==> src/rtl/alu_seq_exec_if.sv <==
// Handshake bus between operand select, the multi-cycle ALU and writeback.
interface alu_seq_exec_if #(
    parameter int unsigned XLEN = 32
);
    logic            in_valid;
    logic            in_ready;
    logic [4:0]      op;
    logic [XLEN-1:0] a;
    logic [XLEN-1:0] b;
    logic            out_valid;
    logic            out_ready;
    logic [XLEN-1:0] result;
    logic            zero;
    logic            illegal;

    // Producer/consumer side: drives operands, accepts results
    modport master (
        output in_valid, op, a, b, out_ready,
        input  in_ready, out_valid, result, zero, illegal
    );

    // Execution unit side
    modport slave (
        input  in_valid, op, a, b, out_ready,
        output in_ready, out_valid, result, zero, illegal
    );
endinterface

==> src/rtl/alu_seq_exec.sv <==
// Multi-cycle ALU: single-cycle logic/arith/compare, shifts iterate one bit per cycle.
module alu_seq_exec #(
    parameter int unsigned XLEN    = 32,
    parameter int unsigned SHAMT_W = 5
) (
    input  logic          clk,
    input  logic          reset,
    alu_seq_exec_if.slave bus
);

    localparam logic [4:0] OP_ADD    = 5'b00000;
    localparam logic [4:0] OP_SUB    = 5'b00001;
    localparam logic [4:0] OP_AND    = 5'b00010;
    localparam logic [4:0] OP_OR     = 5'b00011;
    localparam logic [4:0] OP_XOR    = 5'b00100;
    localparam logic [4:0] OP_SLL    = 5'b00101;
    localparam logic [4:0] OP_SRL    = 5'b00110;
    localparam logic [4:0] OP_SLT    = 5'b00111;
    localparam logic [4:0] OP_SRA    = 5'b01110;
    localparam logic [4:0] OP_SLTU   = 5'b01111;
    localparam logic [4:0] OP_SLL_12 = 5'b10000;

    localparam int unsigned SLL12_COUNT = 12;

    typedef enum logic [1:0] {
        IDLE  = 2'd0,
        SHIFT = 2'd1,
        DONE  = 2'd2
    } state_t;

    typedef enum logic [1:0] {
        SK_SLL = 2'd0,
        SK_SRL = 2'd1,
        SK_SRA = 2'd2
    } shift_kind_t;

    state_t              state, state_d;
    shift_kind_t         kind, kind_d;
    logic [SHAMT_W-1:0]  count, count_d;
    logic [XLEN-1:0]     work, work_d;
    logic [XLEN-1:0]     result, result_d;
    logic                zero, zero_d;
    logic                illegal, illegal_d;
    logic                in_ready, out_valid;
    logic [XLEN-1:0]     work_step;

    // One-bit step of the shift working register
    always_comb begin
        work_step = work;
        case (kind)
            SK_SLL:  work_step = {work[XLEN-2:0], 1'b0};
            SK_SRL:  work_step = {1'b0, work[XLEN-1:1]};
            SK_SRA:  work_step = {work[XLEN-1], work[XLEN-1:1]};
            default: work_step = work;
        endcase
    end

    // Next-state, operation decode and result load
    always_comb begin
        logic [XLEN-1:0]    alu_val;
        logic               alu_ill;
        logic               is_shift;
        logic [XLEN-1:0]    src;
        logic [SHAMT_W-1:0] amt;
        shift_kind_t        sk;

        state_d   = state;
        kind_d    = kind;
        count_d   = count;
        work_d    = work;
        result_d  = result;
        zero_d    = zero;
        illegal_d = illegal;
        alu_val   = '0;
        alu_ill   = 1'b0;
        is_shift  = 1'b0;
        src       = bus.a;
        amt       = bus.b[SHAMT_W-1:0];
        sk        = SK_SLL;

        case (state)
            IDLE: begin
                if (bus.in_valid) begin
                    case (bus.op)
                        OP_ADD:    alu_val = bus.a + bus.b;
                        OP_SUB:    alu_val = bus.a - bus.b;
                        OP_AND:    alu_val = bus.a & bus.b;
                        OP_OR:     alu_val = bus.a | bus.b;
                        OP_XOR:    alu_val = bus.a ^ bus.b;
                        OP_SLT:    alu_val = XLEN'($signed(bus.a) < $signed(bus.b));
                        OP_SLTU:   alu_val = XLEN'(bus.a < bus.b);
                        OP_SLL:    is_shift = 1'b1;
                        OP_SRL: begin
                            is_shift = 1'b1;
                            sk       = SK_SRL;
                        end
                        OP_SRA: begin
                            is_shift = 1'b1;
                            sk       = SK_SRA;
                        end
                        OP_SLL_12: begin
                            is_shift = 1'b1;
                            src      = bus.b;
                            amt      = SHAMT_W'(SLL12_COUNT);
                        end
                        default:   alu_ill = 1'b1;
                    endcase

                    if (is_shift && (amt != '0)) begin
                        kind_d  = sk;
                        work_d  = src;
                        count_d = amt;
                        state_d = SHIFT;
                    end else begin
                        // Zero-count shifts pass the source straight through
                        result_d  = is_shift ? src : alu_val;
                        zero_d    = is_shift ? (src == '0) : (alu_val == '0);
                        illegal_d = alu_ill;
                        state_d   = DONE;
                    end
                end
            end
            SHIFT: begin
                work_d  = work_step;
                count_d = count - SHAMT_W'(1);
                if (count == SHAMT_W'(1)) begin
                    result_d  = work_step;
                    zero_d    = (work_step == '0);
                    illegal_d = 1'b0;
                    state_d   = DONE;
                end
            end
            DONE: begin
                if (bus.out_ready) begin
                    state_d = IDLE;
                end
            end
            default: state_d = IDLE;
        endcase
    end

    // State and datapath registers; handshake flags registered from next state
    always_ff @(posedge clk or posedge reset) begin
        if (reset) begin
            state     <= IDLE;
            kind      <= SK_SLL;
            count     <= '0;
            work      <= '0;
            result    <= '0;
            zero      <= 1'b1;
            illegal   <= 1'b0;
            in_ready  <= 1'b1;
            out_valid <= 1'b0;
        end else begin
            state     <= state_d;
            kind      <= kind_d;
            count     <= count_d;
            work      <= work_d;
            result    <= result_d;
            zero      <= zero_d;
            illegal   <= illegal_d;
            in_ready  <= (state_d == IDLE);
            out_valid <= (state_d == DONE);
        end
    end

    assign bus.in_ready  = in_ready;
    assign bus.out_valid = out_valid;
    assign bus.result    = result;
    assign bus.zero      = zero;
    assign bus.illegal   = illegal;

endmodule
==> src/flat_wrapper.sv <==
// flat-port wrapper written by rule: the top's interface ports become plain ports
module alu_seq_exec_flat 
#(
    parameter int unsigned XLEN    = 32,
    parameter int unsigned SHAMT_W = 5
)
  (clk, reset, bus_in_valid, bus_op, bus_a, bus_b, bus_out_ready, bus_in_ready, bus_out_valid, bus_result, bus_zero, bus_illegal);
  alu_seq_exec_if #(.XLEN(XLEN)) bus_i ();
  input  logic clk;
  input  logic reset;
  input wire logic [$bits(bus_i.in_valid)-1:0] bus_in_valid;
  input wire logic [$bits(bus_i.op)-1:0] bus_op;
  input wire logic [$bits(bus_i.a)-1:0] bus_a;
  input wire logic [$bits(bus_i.b)-1:0] bus_b;
  input wire logic [$bits(bus_i.out_ready)-1:0] bus_out_ready;
  output wire logic [$bits(bus_i.in_ready)-1:0] bus_in_ready;
  output wire logic [$bits(bus_i.out_valid)-1:0] bus_out_valid;
  output wire logic [$bits(bus_i.result)-1:0] bus_result;
  output wire logic [$bits(bus_i.zero)-1:0] bus_zero;
  output wire logic [$bits(bus_i.illegal)-1:0] bus_illegal;
  assign bus_i.in_valid = bus_in_valid;
  assign bus_i.op = bus_op;
  assign bus_i.a = bus_a;
  assign bus_i.b = bus_b;
  assign bus_i.out_ready = bus_out_ready;
  assign bus_in_ready = bus_i.in_ready;
  assign bus_out_valid = bus_i.out_valid;
  assign bus_result = bus_i.result;
  assign bus_zero = bus_i.zero;
  assign bus_illegal = bus_i.illegal;
  alu_seq_exec #(.XLEN(XLEN), .SHAMT_W(SHAMT_W)) u_core (.clk(clk), .reset(reset), .bus(bus_i));
endmodule
==> config.mk <==
export PLATFORM = sky130hd
export DESIGN_NAME = alu_seq_exec_flat
export DESIGN_NICKNAME = d
export VERILOG_FILES = /design/src/rtl/alu_seq_exec_if.sv /design/src/rtl/alu_seq_exec.sv /design/src/flat_wrapper.sv
export SDC_FILE = /design/constraint.sdc
export NUM_CORES = 1
export LEC_CHECK = 0
export ABC_AREA = 1
export BUFFER_PORTS_ARGS = -buffer_cell sky130_fd_sc_hd__buf_2
export CAP_MARGIN = 15
export CORE_MARGIN = 4
export CORE_UTILIZATION = 50
export DETAILED_ROUTE_END_ITERATION = 7
export PLACE_DENSITY = 0.69
export RECOVER_POWER = 25
export SLEW_MARGIN = 20
export SYNTH_ARGS = -nofsm -noshare
export SYNTH_HDL_FRONTEND = slang
export SYNTH_SLANG_ARGS = --single-unit
==> constraint.sdc <==
create_clock -name clk -period 2.7 [get_ports clk]
set_input_delay 0.405 -clock clk [delete_from_list [all_inputs] [get_ports clk]]
set_output_delay 0.405 -clock clk [all_outputs]
set_load 0.05 [all_outputs]
==> impl_summary.log <==
[metrics] number of H-tree levels: 3
[metrics] cell count of the worst reg-to-reg path: 9
[metrics] cell chosen for the clock root: clkbuf_16
[metrics] count of antenna-violating nets left after detailed routing: 0
[metrics] total half-perimeter wirelength after legalization and detailed placement: 41.5 mm
[metrics] number of failing setup endpoints in the final timing report: 0
[metrics] Worst-Skew Late Latency: 330 ps
[metrics] power per cell area: 536 nW/um2
[metrics] vias in the first global route: 14400
[metrics] worst setup path class: primary input to flop
[metrics] initial cell density of the core: 0.511
[metrics] via density per instance: 5.58
[metrics] Max-cap violations: 1
[metrics] maximum number of pins on one net before global-route repair: 74
[metrics] register share of total power: 0.233
[metrics] share of synthesized flip-flops with an asynchronous set or reset: 1.00
[metrics] internal power summed over all cells: 4.33 mW
[metrics] Site Rows: 55
[metrics] 1st-pass router iterations: 6
[metrics] post-synthesis sequential element count: 77
[metrics] post-detailed-route DRC marker count: 0
[metrics] Synth Flop Type: dfrtp_1
[metrics] critical path endpoint: u_core.bus.zero
[metrics] Inserted Clock Buffers: 9
[metrics] Slew Viols, Final: 39
[metrics] largest cells by area after synthesis: nand2_1, dfrtp_1, ha_1, inv_1, nor2_1
[metrics] number of antenna violations at the first check in global routing: 0
[metrics] crit end category: flop
[metrics] Die X: 161 um
[metrics] total routing usage reported by global routing: 0.371
[metrics] cell type with the highest aggregate area in the netlist: nand2_1
[metrics] TNS Setup: 0 ps
[metrics] static leakage: 9.01 nW
[metrics] status: finished with violations
[metrics] share of power burned in combinational logic: 0.626
[metrics] Reg-to-Reg Start: u_core.kind[1]
[metrics] arrival time reported for the critical path endpoint: 2900 ps
[metrics] Clock Skews: 7.96 ps
[metrics] Post-CTS Hold Buffers: 0
[metrics] overall power of the completed layout: 8.80 mW
[metrics] Period minus WS final: 2640 ps
[metrics] Post-synth top cells: nand2_1, inv_1, nor2_1
[metrics] TritonCTS clock tree: done
[metrics] fraction of power spent switching nets: 0.508
[metrics] number of enable-type register cells in the synthesized netlist: 0
[metrics] synthesized area: 11600 um2
[metrics] startpoint types: primary input
[metrics] synth-to-layout area growth: 41.2%
[metrics] chip height: 161 um
[metrics] PortBufs: 108
[metrics] register-to-register path setup slack: 220 ps
[metrics] Achievable Freq: 0.379 GHz
[metrics] clk buf depth: 2
[metrics] Final GP Congestion: 1.07
[metrics] Final Hold Vio Count: 0
[metrics] worst-case vdd ir drop: 0.639 mV
[metrics] most frequent cell after synthesis: nand2_1
[metrics] part of the power in the clock network: 0.141
[metrics] required arrival time at the worst endpoint: 2960 ps
[metrics] worst rel slew slack: -0.159
[metrics] first-pass GRT wire length: 76.4 mm
[metrics] violations in the final reports: capacitance limit, slew limit
[metrics] Net Sw Power: 4.47 mW
[metrics] Critical Path Start: bus_b[1]
[metrics] mean cell area of the mapped netlist: 5.64 um2
[metrics] core area: 22800 um2
[metrics] area of the die: 25800 um2
[metrics] layout cell share with drive strength beyond 1: 0.287
[metrics] worst min-delay path class: primary input to flop
[metrics] register clock-pin slew on the reported worst setup and hold paths: 60 ps
[metrics] transition time at the pin with the least slew margin: 1730 ps
[metrics] number of unique standard cell types used by synthesis: 41
[metrics] ant diodes: 0
[metrics] part of the cycle the worst path needs: 0.978
[metrics] Fin Hold WS: 415 ps
[metrics] Top Ports: 109
[metrics] routed via count: 15800
[metrics] routed wire length per instance: 18.1 um
[metrics] number of warnings reported in the yosys synthesis log: 0
[metrics] maximum net fanout on the critical path: 5
[metrics] Synth top area share: 0.197
[metrics] number of filler instances in the final layout: 1942
[metrics] total detailed-routing wirelength: 51.2 mm
[metrics] sequential cell area fraction in the yosys report: 0.166
[metrics] worst reg2reg path endpoint: u_core.bus.zero
[metrics] grt total ovfl: 0
[metrics] total clock sinks: 77
[metrics] syn_nets: 2254
[metrics] drt initial violations: 1934
[metrics] Synth Instances: 2064
[metrics] number of nets in the final layout: 2698
==> registers in the layout, indices dropped and copies added, names as in the netlist <==
name / flops
u_core.bus.illegal: 1
u_core.bus.in_ready: 1
u_core.bus.out_valid: 1
u_core.bus.result: 32
u_core.bus.zero: 1
u_core.count: 5
u_core.kind: 2
u_core.state: 2
u_core.work: 32
==> placed cells by master, fill, tap and decap left out, types with 3 or more instances in the layout <==
cell | synthesis | final
nand2_1 | 612 | 577
buf_4 | 9 | 388
inv_1 | 350 | 341
nor2_1 | 233 | 195
o21ai_0 | 150 | 145
nand3_1 | 134 | 115
buf_2 | 37 | 106
ha_1 | 115 | 86
dfrtp_1 | 75 | 75
a21oi_1 | 91 | 74
nand2_2 | 5 | 40
o22ai_1 | 39 | 39
nor2_2 | 11 | 37
a31oi_1 | 35 | 35
nand4_1 | 28 | 28
ha_4 | 0 | 24
nand3_2 | 2 | 21
inv_2 | 11 | 19
a21oi_2 | 0 | 15
nor2_4 | 1 | 13
o31ai_1 | 13 | 13
o221ai_1 | 12 | 12
a221oi_1 | 11 | 11
clkbuf_16 | 0 | 9
nor4_1 | 8 | 8
o21ai_1 | 4 | 8
nor3_1 | 12 | 8
buf_12 | 0 | 8
nor3_2 | 6 | 6
nand3b_1 | 5 | 5
ha_2 | 0 | 5
nor3_4 | 0 | 4
o21bai_1 | 6 | 4
clkinv_1 | 4 | 4
o21a_1 | 3 | 3
or2_2 | 4 | 3
clkbuf_8 | 0 | 3
==> worst max-delay path, cell delays in order <==
cell,delay (ps)
buf_2,100
inv_1,60
ha_2,400
buf_4,140
nand2_1,40
nand2_1,100
nand3_2,80
nand2_2,150
nand2_1,110
nand2_2,110
nand2_1,50
nand3_1,70
nand4_1,210
nor2_1,210
nand3_2,120
nor2_2,110
nand2_1,60
o21bai_1,150
nand2_1,70
a21oi_1,160
==> stage by stage <==
| stage | area (um2) | worst slack (ps) | std cells | util |
|---|---|---|---|---|
| 6_report | 16400 | 59.2 | 2826 | 0.721 |
| 5_1_grt | 16400 | -47.1 | 2826 | 0.721 |
| 4_1_cts | 15600 | 8.75 | 2816 | 0.684 |
| 3_5_place_dp | 15300 | -372 | 2800 | 0.670 |
| 3_3_place_gp | 15300 | -334 | 2800 | 0.670 |
| 2_1_floorplan | 11600 | 286 | 2064 | - |
==> per-layer routing <==
layer | GRT usage | routed length, um | up-vias
met1 | 0.519 | 21300 | 7281
met3 | 0.0395 | 4880 | 151
li1 | - | - | 7464
met2 | 0.591 | 22700 | 878
met4 | 0.137 | 2270 | 0
met5 | 0 | 0 | -
==> kinds of logic (layout without fill, tap and decap cells) <==
family / count (synthesis) / in the layout / share of synthesized area
and+or+nand+nor: 1064 / 1064 / 0.379
buffers and inverters: 438 / 887 / 0.148
AOI/OAI and AO/OA: 368 / 368 / 0.180
adders and majority gates: 117 / 117 / 0.127
DFF: 77 / 77 / 0.166
==> power by group through the flow <==
| stage | clock network (mW) | registers [mW] | logic (mW) |
|---|---|---|---|
| 2_1_floorplan | 0 | 2.97 | 2.36 |
| 3_3_place_gp | 0 | 2.03 | 5.03 |
| 3_5_place_dp | 0 | 2.05 | 5.14 |
| 4_1_cts | 1.24 | 2.04 | 5.18 |
| 5_1_grt | 1.29 | 2.11 | 5.91 |
| 6_report | 1.24 | 2.05 | 5.51 |
==> cell type report <==
cell class | count | area [um2] | share of cell area
multi-input combinational | 1549 | 8780 | 0.535
timing repair buffer | 506 | 3640 | 0.222
sequential | 77 | 1930 | 0.117
inverter | 365 | 1370 | 0.0835
tap | 313 | 392 | 0.0238
clock buffer | 13 | 270 | 0.0165
clock inverter | 3 | 42.5 | 0.00259
==> what timing repair did <==
item / 4_1_cts / 5_1_grt
setup endpoints to repair: 1 / 10
pin swaps: 0 / 28
resized for setup: 7 / 198
buffers inserted: 0 / 10
==> worst min-delay path by stage <==
stage,from,end,cells after the start
2_1_floorplan,u_core.state[0],u_core.bus.out_valid,1
3_3_place_gp,u_core.bus.result[9],u_core.bus.result[9],2
3_5_place_dp,u_core.bus.result[9],u_core.bus.result[9],2
4_1_cts,reset,u_core.bus.result[29],2
5_1_grt,bus_out_ready,u_core.bus.out_valid,4
6_report,bus_out_ready,u_core.bus.out_valid,4
No activity file was read; power rests on OpenSTA's default activity.
